### src/rtl/handover_dm.sv
// handover_dm: mobile-side handover decision manager (sq forwarding, target selection, attach tracking).
// Latency: 1 cycle on sq/rx paths and all FSM outputs; no backpressure, BS handshake is level-based request/respond.
module handover_dm #(
    parameter int SQW    = 8,
    parameter int DW     = 8,
    parameter int SQ_TH  = 50,
    parameter int HYST   = 5,
    parameter int TO_CYC = 64
) (
    input  logic           clk,
    input  logic           reset,
    input  logic [SQW-1:0] meas_sq1,
    input  logic [SQW-1:0] meas_sq2,
    input  logic [SQW-1:0] meas_sq3,
    input  logic [2:0]     bs_dm_request,
    input  logic [2:0]     bs_dm_respond,
    input  logic [DW-1:0]  bs1_dm_data,
    input  logic [DW-1:0]  bs2_dm_data,
    input  logic [DW-1:0]  bs3_dm_data,
    input  logic [1:0]     start_bs,
    output logic [SQW-1:0] dm_bs1_sq,
    output logic [SQW-1:0] dm_bs2_sq,
    output logic [SQW-1:0] dm_bs3_sq,
    output logic [1:0]     dm_bs1_target,
    output logic [1:0]     dm_bs2_target,
    output logic [1:0]     dm_bs3_target,
    output logic [1:0]     serving,
    output logic [DW-1:0]  rx_data,
    output logic           rx_valid,
    output logic           ho_done,
    output logic           ho_fail,
    output logic [7:0]     ho_count
);

    localparam int CW = $clog2(TO_CYC + 1);

    typedef enum logic [2:0] {
        DETACHED,
        ATTACH,
        CONNECTED,
        SELECT,
        ANSWER,
        WAIT_NEW
    } state_t;

    state_t          state;
    logic [CW-1:0]   cnt;
    logic [1:0]      cand;
    logic [1:0]      new_bs;
    logic [5:0]      tgt_q;

    logic            resp_srv;
    logic            req_srv;
    logic            resp_cand;
    logic            resp_new;
    logic            expired;
    logic [1:0]      nb1;
    logic [1:0]      nb2;
    logic [SQW-1:0]  sq_srv;
    logic [SQW-1:0]  sq_c1;
    logic [SQW-1:0]  sq_c2;
    logic [SQW:0]    need;
    logic            ok1;
    logic            ok2;
    logic [1:0]      pick_code;
    logic [1:0]      pick_bs;
    logic [DW-1:0]   data_srv;

    function automatic logic bit_of(input logic [2:0] v, input logic [1:0] idx);
        case (idx)
            2'd1:    return v[0];
            2'd2:    return v[1];
            2'd3:    return v[2];
            default: return 1'b0;
        endcase
    endfunction

    function automatic logic [SQW-1:0] sq_of(input logic [1:0] idx,
                                             input logic [SQW-1:0] a,
                                             input logic [SQW-1:0] b,
                                             input logic [SQW-1:0] c);
        case (idx)
            2'd1:    return a;
            2'd2:    return b;
            2'd3:    return c;
            default: return '0;
        endcase
    endfunction

    // Target code lands only on the port of the BS that asked for it.
    function automatic logic [5:0] place(input logic [1:0] idx, input logic [1:0] code);
        logic [5:0] r;
        r = '0;
        case (idx)
            2'd1:    r[1:0] = code;
            2'd2:    r[3:2] = code;
            2'd3:    r[5:4] = code;
            default: r = '0;
        endcase
        return r;
    endfunction

    always_comb begin
        resp_srv  = bit_of(bs_dm_respond, serving);
        req_srv   = bit_of(bs_dm_request, serving);
        resp_cand = bit_of(bs_dm_respond, cand);
        resp_new  = bit_of(bs_dm_respond, new_bs);
        expired   = (cnt == CW'(TO_CYC - 1));
        nb1       = (serving == 2'd3) ? 2'd1 : serving + 2'd1;
        nb2       = (nb1 == 2'd3) ? 2'd1 : nb1 + 2'd1;
        sq_srv    = sq_of(serving, meas_sq1, meas_sq2, meas_sq3);
        sq_c1     = sq_of(nb1, meas_sq1, meas_sq2, meas_sq3);
        sq_c2     = sq_of(nb2, meas_sq1, meas_sq2, meas_sq3);
        data_srv  = '0;
        case (serving)
            2'd1:    data_srv = bs1_dm_data;
            2'd2:    data_srv = bs2_dm_data;
            2'd3:    data_srv = bs3_dm_data;
            default: data_srv = '0;
        endcase
        // One extra bit so sq_serving + HYST cannot wrap past the top of the range.
        need = {1'b0, sq_srv} + (SQW+1)'(HYST);
        ok1  = ({1'b0, sq_c1} >= (SQW+1)'(SQ_TH)) && ({1'b0, sq_c1} >= need);
        ok2  = ({1'b0, sq_c2} >= (SQW+1)'(SQ_TH)) && ({1'b0, sq_c2} >= need);
        pick_code = 2'd0;
        if (ok1 && ok2) begin
            pick_code = (sq_c2 > sq_c1) ? 2'd2 : 2'd1;
        end else if (ok1) begin
            pick_code = 2'd1;
        end else if (ok2) begin
            pick_code = 2'd2;
        end
        pick_bs = (pick_code == 2'd2) ? nb2 : nb1;
    end

    assign dm_bs1_target = tgt_q[1:0];
    assign dm_bs2_target = tgt_q[3:2];
    assign dm_bs3_target = tgt_q[5:4];

    always_ff @(posedge clk or negedge reset) begin
        if (!reset) begin
            state     <= DETACHED;
            cnt       <= '0;
            cand      <= 2'd0;
            new_bs    <= 2'd0;
            tgt_q     <= '0;
            dm_bs1_sq <= '0;
            dm_bs2_sq <= '0;
            dm_bs3_sq <= '0;
            serving   <= 2'd0;
            rx_data   <= '0;
            rx_valid  <= 1'b0;
            ho_done   <= 1'b0;
            ho_fail   <= 1'b0;
            ho_count  <= 8'd0;
        end else begin
            dm_bs1_sq <= meas_sq1;
            dm_bs2_sq <= meas_sq2;
            dm_bs3_sq <= meas_sq3;
            ho_done   <= 1'b0;
            ho_fail   <= 1'b0;
            case (state)
                DETACHED: begin
                    serving  <= 2'd0;
                    rx_valid <= 1'b0;
                    tgt_q    <= '0;
                    if (start_bs != 2'd0) begin
                        cand  <= start_bs;
                        cnt   <= '0;
                        state <= ATTACH;
                    end
                end
                ATTACH: begin
                    rx_valid <= 1'b0;
                    if (resp_cand) begin
                        serving <= cand;
                        cnt     <= '0;
                        state   <= CONNECTED;
                    end else if (expired) begin
                        ho_fail <= 1'b1;
                        cnt     <= '0;
                        state   <= DETACHED;
                    end else begin
                        cnt <= cnt + 1'b1;
                    end
                end
                CONNECTED: begin
                    rx_data  <= data_srv;
                    rx_valid <= resp_srv;
                    if (!resp_srv) begin
                        ho_fail <= 1'b1;
                        serving <= 2'd0;
                        cnt     <= '0;
                        state   <= DETACHED;
                    end else if (req_srv) begin
                        cnt   <= '0;
                        state <= SELECT;
                    end
                end
                SELECT: begin
                    rx_data  <= data_srv;
                    rx_valid <= resp_srv;
                    if (!resp_srv) begin
                        ho_fail <= 1'b1;
                        serving <= 2'd0;
                        cnt     <= '0;
                        state   <= DETACHED;
                    end else if (!req_srv) begin
                        cnt   <= '0;
                        state <= CONNECTED;
                    end else if (pick_code != 2'd0) begin
                        new_bs <= pick_bs;
                        tgt_q  <= place(serving, pick_code);
                        cnt    <= '0;
                        state  <= ANSWER;
                    end
                end
                ANSWER: begin
                    rx_data  <= data_srv;
                    rx_valid <= resp_srv;
                    if (!resp_srv) begin
                        cnt   <= '0;
                        state <= WAIT_NEW;
                    end else if (expired) begin
                        ho_fail  <= 1'b1;
                        serving  <= 2'd0;
                        rx_valid <= 1'b0;
                        tgt_q    <= '0;
                        cnt      <= '0;
                        state    <= DETACHED;
                    end else begin
                        cnt <= cnt + 1'b1;
                    end
                end
                WAIT_NEW: begin
                    rx_valid <= 1'b0;
                    if (resp_new) begin
                        serving <= new_bs;
                        tgt_q   <= '0;
                        ho_done <= 1'b1;
                        if (ho_count != 8'hFF) begin
                            ho_count <= ho_count + 8'd1;
                        end
                        cnt   <= '0;
                        state <= CONNECTED;
                    end else if (expired) begin
                        ho_fail <= 1'b1;
                        serving <= 2'd0;
                        tgt_q   <= '0;
                        cnt     <= '0;
                        state   <= DETACHED;
                    end else begin
                        cnt <= cnt + 1'b1;
                    end
                end
                default: begin
                    cnt   <= '0;
                    state <= DETACHED;
                end
            endcase
        end
    end

endmodule

### config.mk
export PLATFORM = sky130hd
export DESIGN_NAME = handover_dm
export DESIGN_NICKNAME = d
export VERILOG_FILES = /design/src/rtl/handover_dm.sv
export SDC_FILE = /design/constraint.sdc
export NUM_CORES = 1
export LEC_CHECK = 0
export BUFFER_PORTS_ARGS = -buffer_cell sky130_fd_sc_hd__buf_2
export CORE_MARGIN = 1.5
export CORE_UTILIZATION = 48
export CTS_CLUSTER_DIAMETER = 150
export DETAILED_ROUTE_END_ITERATION = 12
export HOLD_SLACK_MARGIN = 0.1
export PLACE_DENSITY_LB_ADDON = 0.08
export SETUP_SLACK_MARGIN = 0.3
export SYNTH_ARGS = -nofsm -noshare
export SYNTH_HDL_FRONTEND = slang
export SYNTH_SLANG_ARGS = --single-unit
### constraint.sdc
create_clock -name clk -period 3.7 [get_ports clk]
set_input_delay 0.185 -clock clk [delete_from_list [all_inputs] [get_ports clk]]
set_output_delay 0.185 -clock clk [all_outputs]
set_load 0.1 [all_outputs]
==> impl_metrics.csv <==
group,metric,value,unit
drt,via_count,4030,
yosys,synthAdderAreaFrac,8.499,%
sta,finalHoldViolCount,0,
cts,ctsLongestPathBuffers,2,
yosys,synth_xor_area_share,2.875,%
power,switching_share,42.91,%
cts,cts_buffers,9,
layout,layout.nets,674,
placed_design,port_buffers,108,
yosys,synth_top_area_share,41.07,%
placed_design,dp_hpwl,8416,um
sta,finalSetupViolations,16,
worst_setup_path,endpoint_kind,"flip-flop",
die,io-pin-count,109,
layout,layout-drive-gt1-share,36.81,%
yosys,syn_area_per_cell,9.659,um^2
sta,min_period,3.803,ns
die,design.core.area,7848,um^2
yosys,synth_top_family_by_area,"compound AO/OA/AOI/OAI gates",
sta,fin_ws,-0.1032,ns
yosys,yosys-top-cells-count,"dfrtp_1, nand2_1, ha_1, inv_1, o21ai_0",
die,die_area,8804,um^2
grt,gr-usage-met2,44.50,%
cts,htree_levels,3,
sta,slew_headroom,32.47,%
sta,skew,0.002125,ns
drt,ant_nets,0,
drt,wl_per_cell,16.91,um
power,p_per_area,716.4,nW/um^2
grt,met1_usage,35.64,%
sta,tightest_slew,1.013,ns
sta,finalCritPeriodShare,102.8,%
power,total_power,4.080,mW
power,power_leakage,2.824,nW
yosys,ys_warn_count,0,
drt,drt_pre_antenna_iters,5,
outcome,violations,"setup timing",
power,seqPwrFrac,21.7,%
placed_design,gp_congestion,0.8970,
layout,stdcell_area,5694,um^2
flow_run,drv_cap,0,
drt,route.detailed.drc,0,
yosys,synthMostInstantiatedCell,"dfrtp_1",
die,num_rows,32,
grt,track_usage,27.06,%
yosys,synth_edf_count,0,
layout,num_antenna_cells,0,
yosys,synthArstFlopShare,100.0,%
layout,final_util,72.56,%
placed_design,numPlacedInstances,639,
grt,grt_pass1_wl,18420,um
worst_setup_path,cp_max_fo,8,
layout,syn_to_final_growth,43.79,%
power,ir_worst_vdd,0.4050,mV
yosys,ys_seq_elements,65,
yosys,synth_area_leader_cell,"dfrtp_1",
sta,finalSetupTns,-0.7937,ns
sta,rsz0062_at_grt,"yes",
yosys,syn_inst,410,
yosys,syn_area,3960,um^2
outcome,status,"finished with violations",
layout,post_layout_nonfiller_instances,697,
grt,gr-total-overflow,0,
yosys,synth_compound_area_share,24.77,%
sta,hold_ws,0.1680,ns
cts,cts_tree,"built",
die,die_x,93.83,um
cts,cts.sinks,65,
grt,met3_usage,4.935,%
placed_design,placed_cell_area,4941,um^2
cts,cts_root_buf,"clkbuf_8",
worst_setup_path,critPathKind,"flip-flop to flip-flop",
drt,finalWirelength,11780,um
power,p_comb_share,58.5,%
sta,slew_viol_final,0,
yosys,synth_ff_type,"dfrtp_1",
yosys,synthMuxAreaShare,3.002,%
worst_setup_path,start_kind,"flip-flop",
cts,clk_latency,0.35,ns
grt,antenna_found_initial,0,
hold_path,hold_class,"input pin to flip-flop",
drt,vias_per_cell,5.782,
worst_setup_path,required,3.94,ns
die,die_h,93.83,um
worst_setup_path,arrival,4.04,ns
placed_design,place_ws,-0.1058,ns
power,internal-power,2.329,mW
yosys,synth.area.top_cells,"dfrtp_1, ha_1, a222oi_1, nand2_1, a22o_1",
die,start_util,50.46,%
grt,grt_pass1_vias,3732,
yosys,synth_seq_area_share,41.07,%
yosys,syn_nets,494,
drt,initialDrtViolationCount,355,
grt,grt_start_max_net_pins,46,
cts,clk_pin_slew,0.07,ns
grt,busiest_layer,"met2",
yosys,yosys.area_share.simple,15.61,%
power,p_switching,1.751,mW
power,power.share.clock,19.9,%
sta,max_freq,262.9,MHz
yosys,yosys.cell_types.count,58,
## registers in the layout, indices dropped and copies added, names as in the netlist, 2 cells and up
register   flops
cand           2
cnt            7
dm_bs1_sq      8
dm_bs2_sq      8
dm_bs3_sq      8
ho_count       8
new_bs         2
rx_data        8
serving        2
state          3
tgt_q          6
## per-layer routing
metal	up-vias	routed length [um]
li1	1918	-
met1	1904	4893
met2	185	5807
met3	23	871
met4	0	211
met5	-	0
## power groups by stage
stage	clock network [mW]	registers, mW	logic, mW
2_1_floorplan	0	1.11	1.24
3_3_place_gp	0	0.889	2.05
3_5_place_dp	0	0.894	2.08
4_1_cts	0.826	0.880	2.14
5_1_grt	0.856	0.898	2.59
6_report	0.810	0.884	2.39
## worst paths after layout
kind / depth (start not counted) / start / end / slack, ns
worst min register to register: 2 / rx_data[6] / rx_data[6] / 0.48
min in group asynchronous: 2 / reset / dm_bs2_sq[2] / 0.54
worst min-delay path: 3 / bs1_dm_data[4] / rx_data[4] / 0.17
worst max-delay path: 15 / serving[0] / cnt[4] / -0.10
max in group asynchronous: 3 / reset / rx_data[1] / 2.31
worst max register to register: 15 / serving[0] / cnt[4] / -0.10
## kinds of logic (layout without fill, tap and decap cells)
| logic type | Yosys count | after routing |
|---|---|---|
| and+or+nand+nor | 122 | 122 |
| AOI/OAI and AO/OA | 130 | 130 |
| xor gates and xnor gates | 13 | 13 |
| adders and majority gates | 27 | 27 |
| muxes | 11 | 11 |
| DFF | 65 | 65 |
| buffers and inverters | 42 | 227 |
## placed cells by master (no fill, tap or decap), drive strengths merged, types with 6 or more instances in the layout
| cell type | n |
|---|---|
| a21o | 8 |
| a21oi | 14 |
| a222oi | 19 |
| a22o | 16 |
| and2 | 6 |
| and3 | 6 |
| buf | 160 |
| clkbuf | 9 |
| dfrtp | 65 |
| dlygate4sd3 | 27 |
| ha | 26 |
| inv | 24 |
| mux2 | 7 |
| nand2 | 40 |
| nand2b | 6 |
| nand3 | 9 |
| nor2 | 17 |
| nor2b | 9 |
| nor3 | 7 |
| o21ai | 23 |
| o31ai | 9 |
| xnor2 | 7 |
| xor2 | 6 |
## final cells by class
class,count,area (um^2)
fillers,624,2153
clock buffers,9,123.9
clock inverters,7,142.6
multi-input cells,303,2341
repair buffers,187,1225
well taps,102,127.6
inverters,24,100.1
flip-flops and latches,65,1634
## worst max-delay path: stages (launching register included)
cell      delay [ns]
dfrtp_4         0.54
ha_4            0.20
buf_4           0.14
a222oi_1        0.36
buf_4           0.21
nor2_1          0.07
xnor2_2         0.17
ha_4            0.28
nor2_2          0.03
o21a_1          0.18
maj3_2          0.29
o311a_1         0.30
or2_1           0.24
and2_4          0.17
a21o_4          0.23
a211o_1         0.26
## timing repair
action	4_1_cts	5_1_grt
pin swaps	9	13
setup buffers	3	12
gates resized for setup	4	22
hold buffers	27	0
endpoints found under the hold margin	70	0
setup endpoints to repair	18	18
Power figures use the tool's default switching activity.
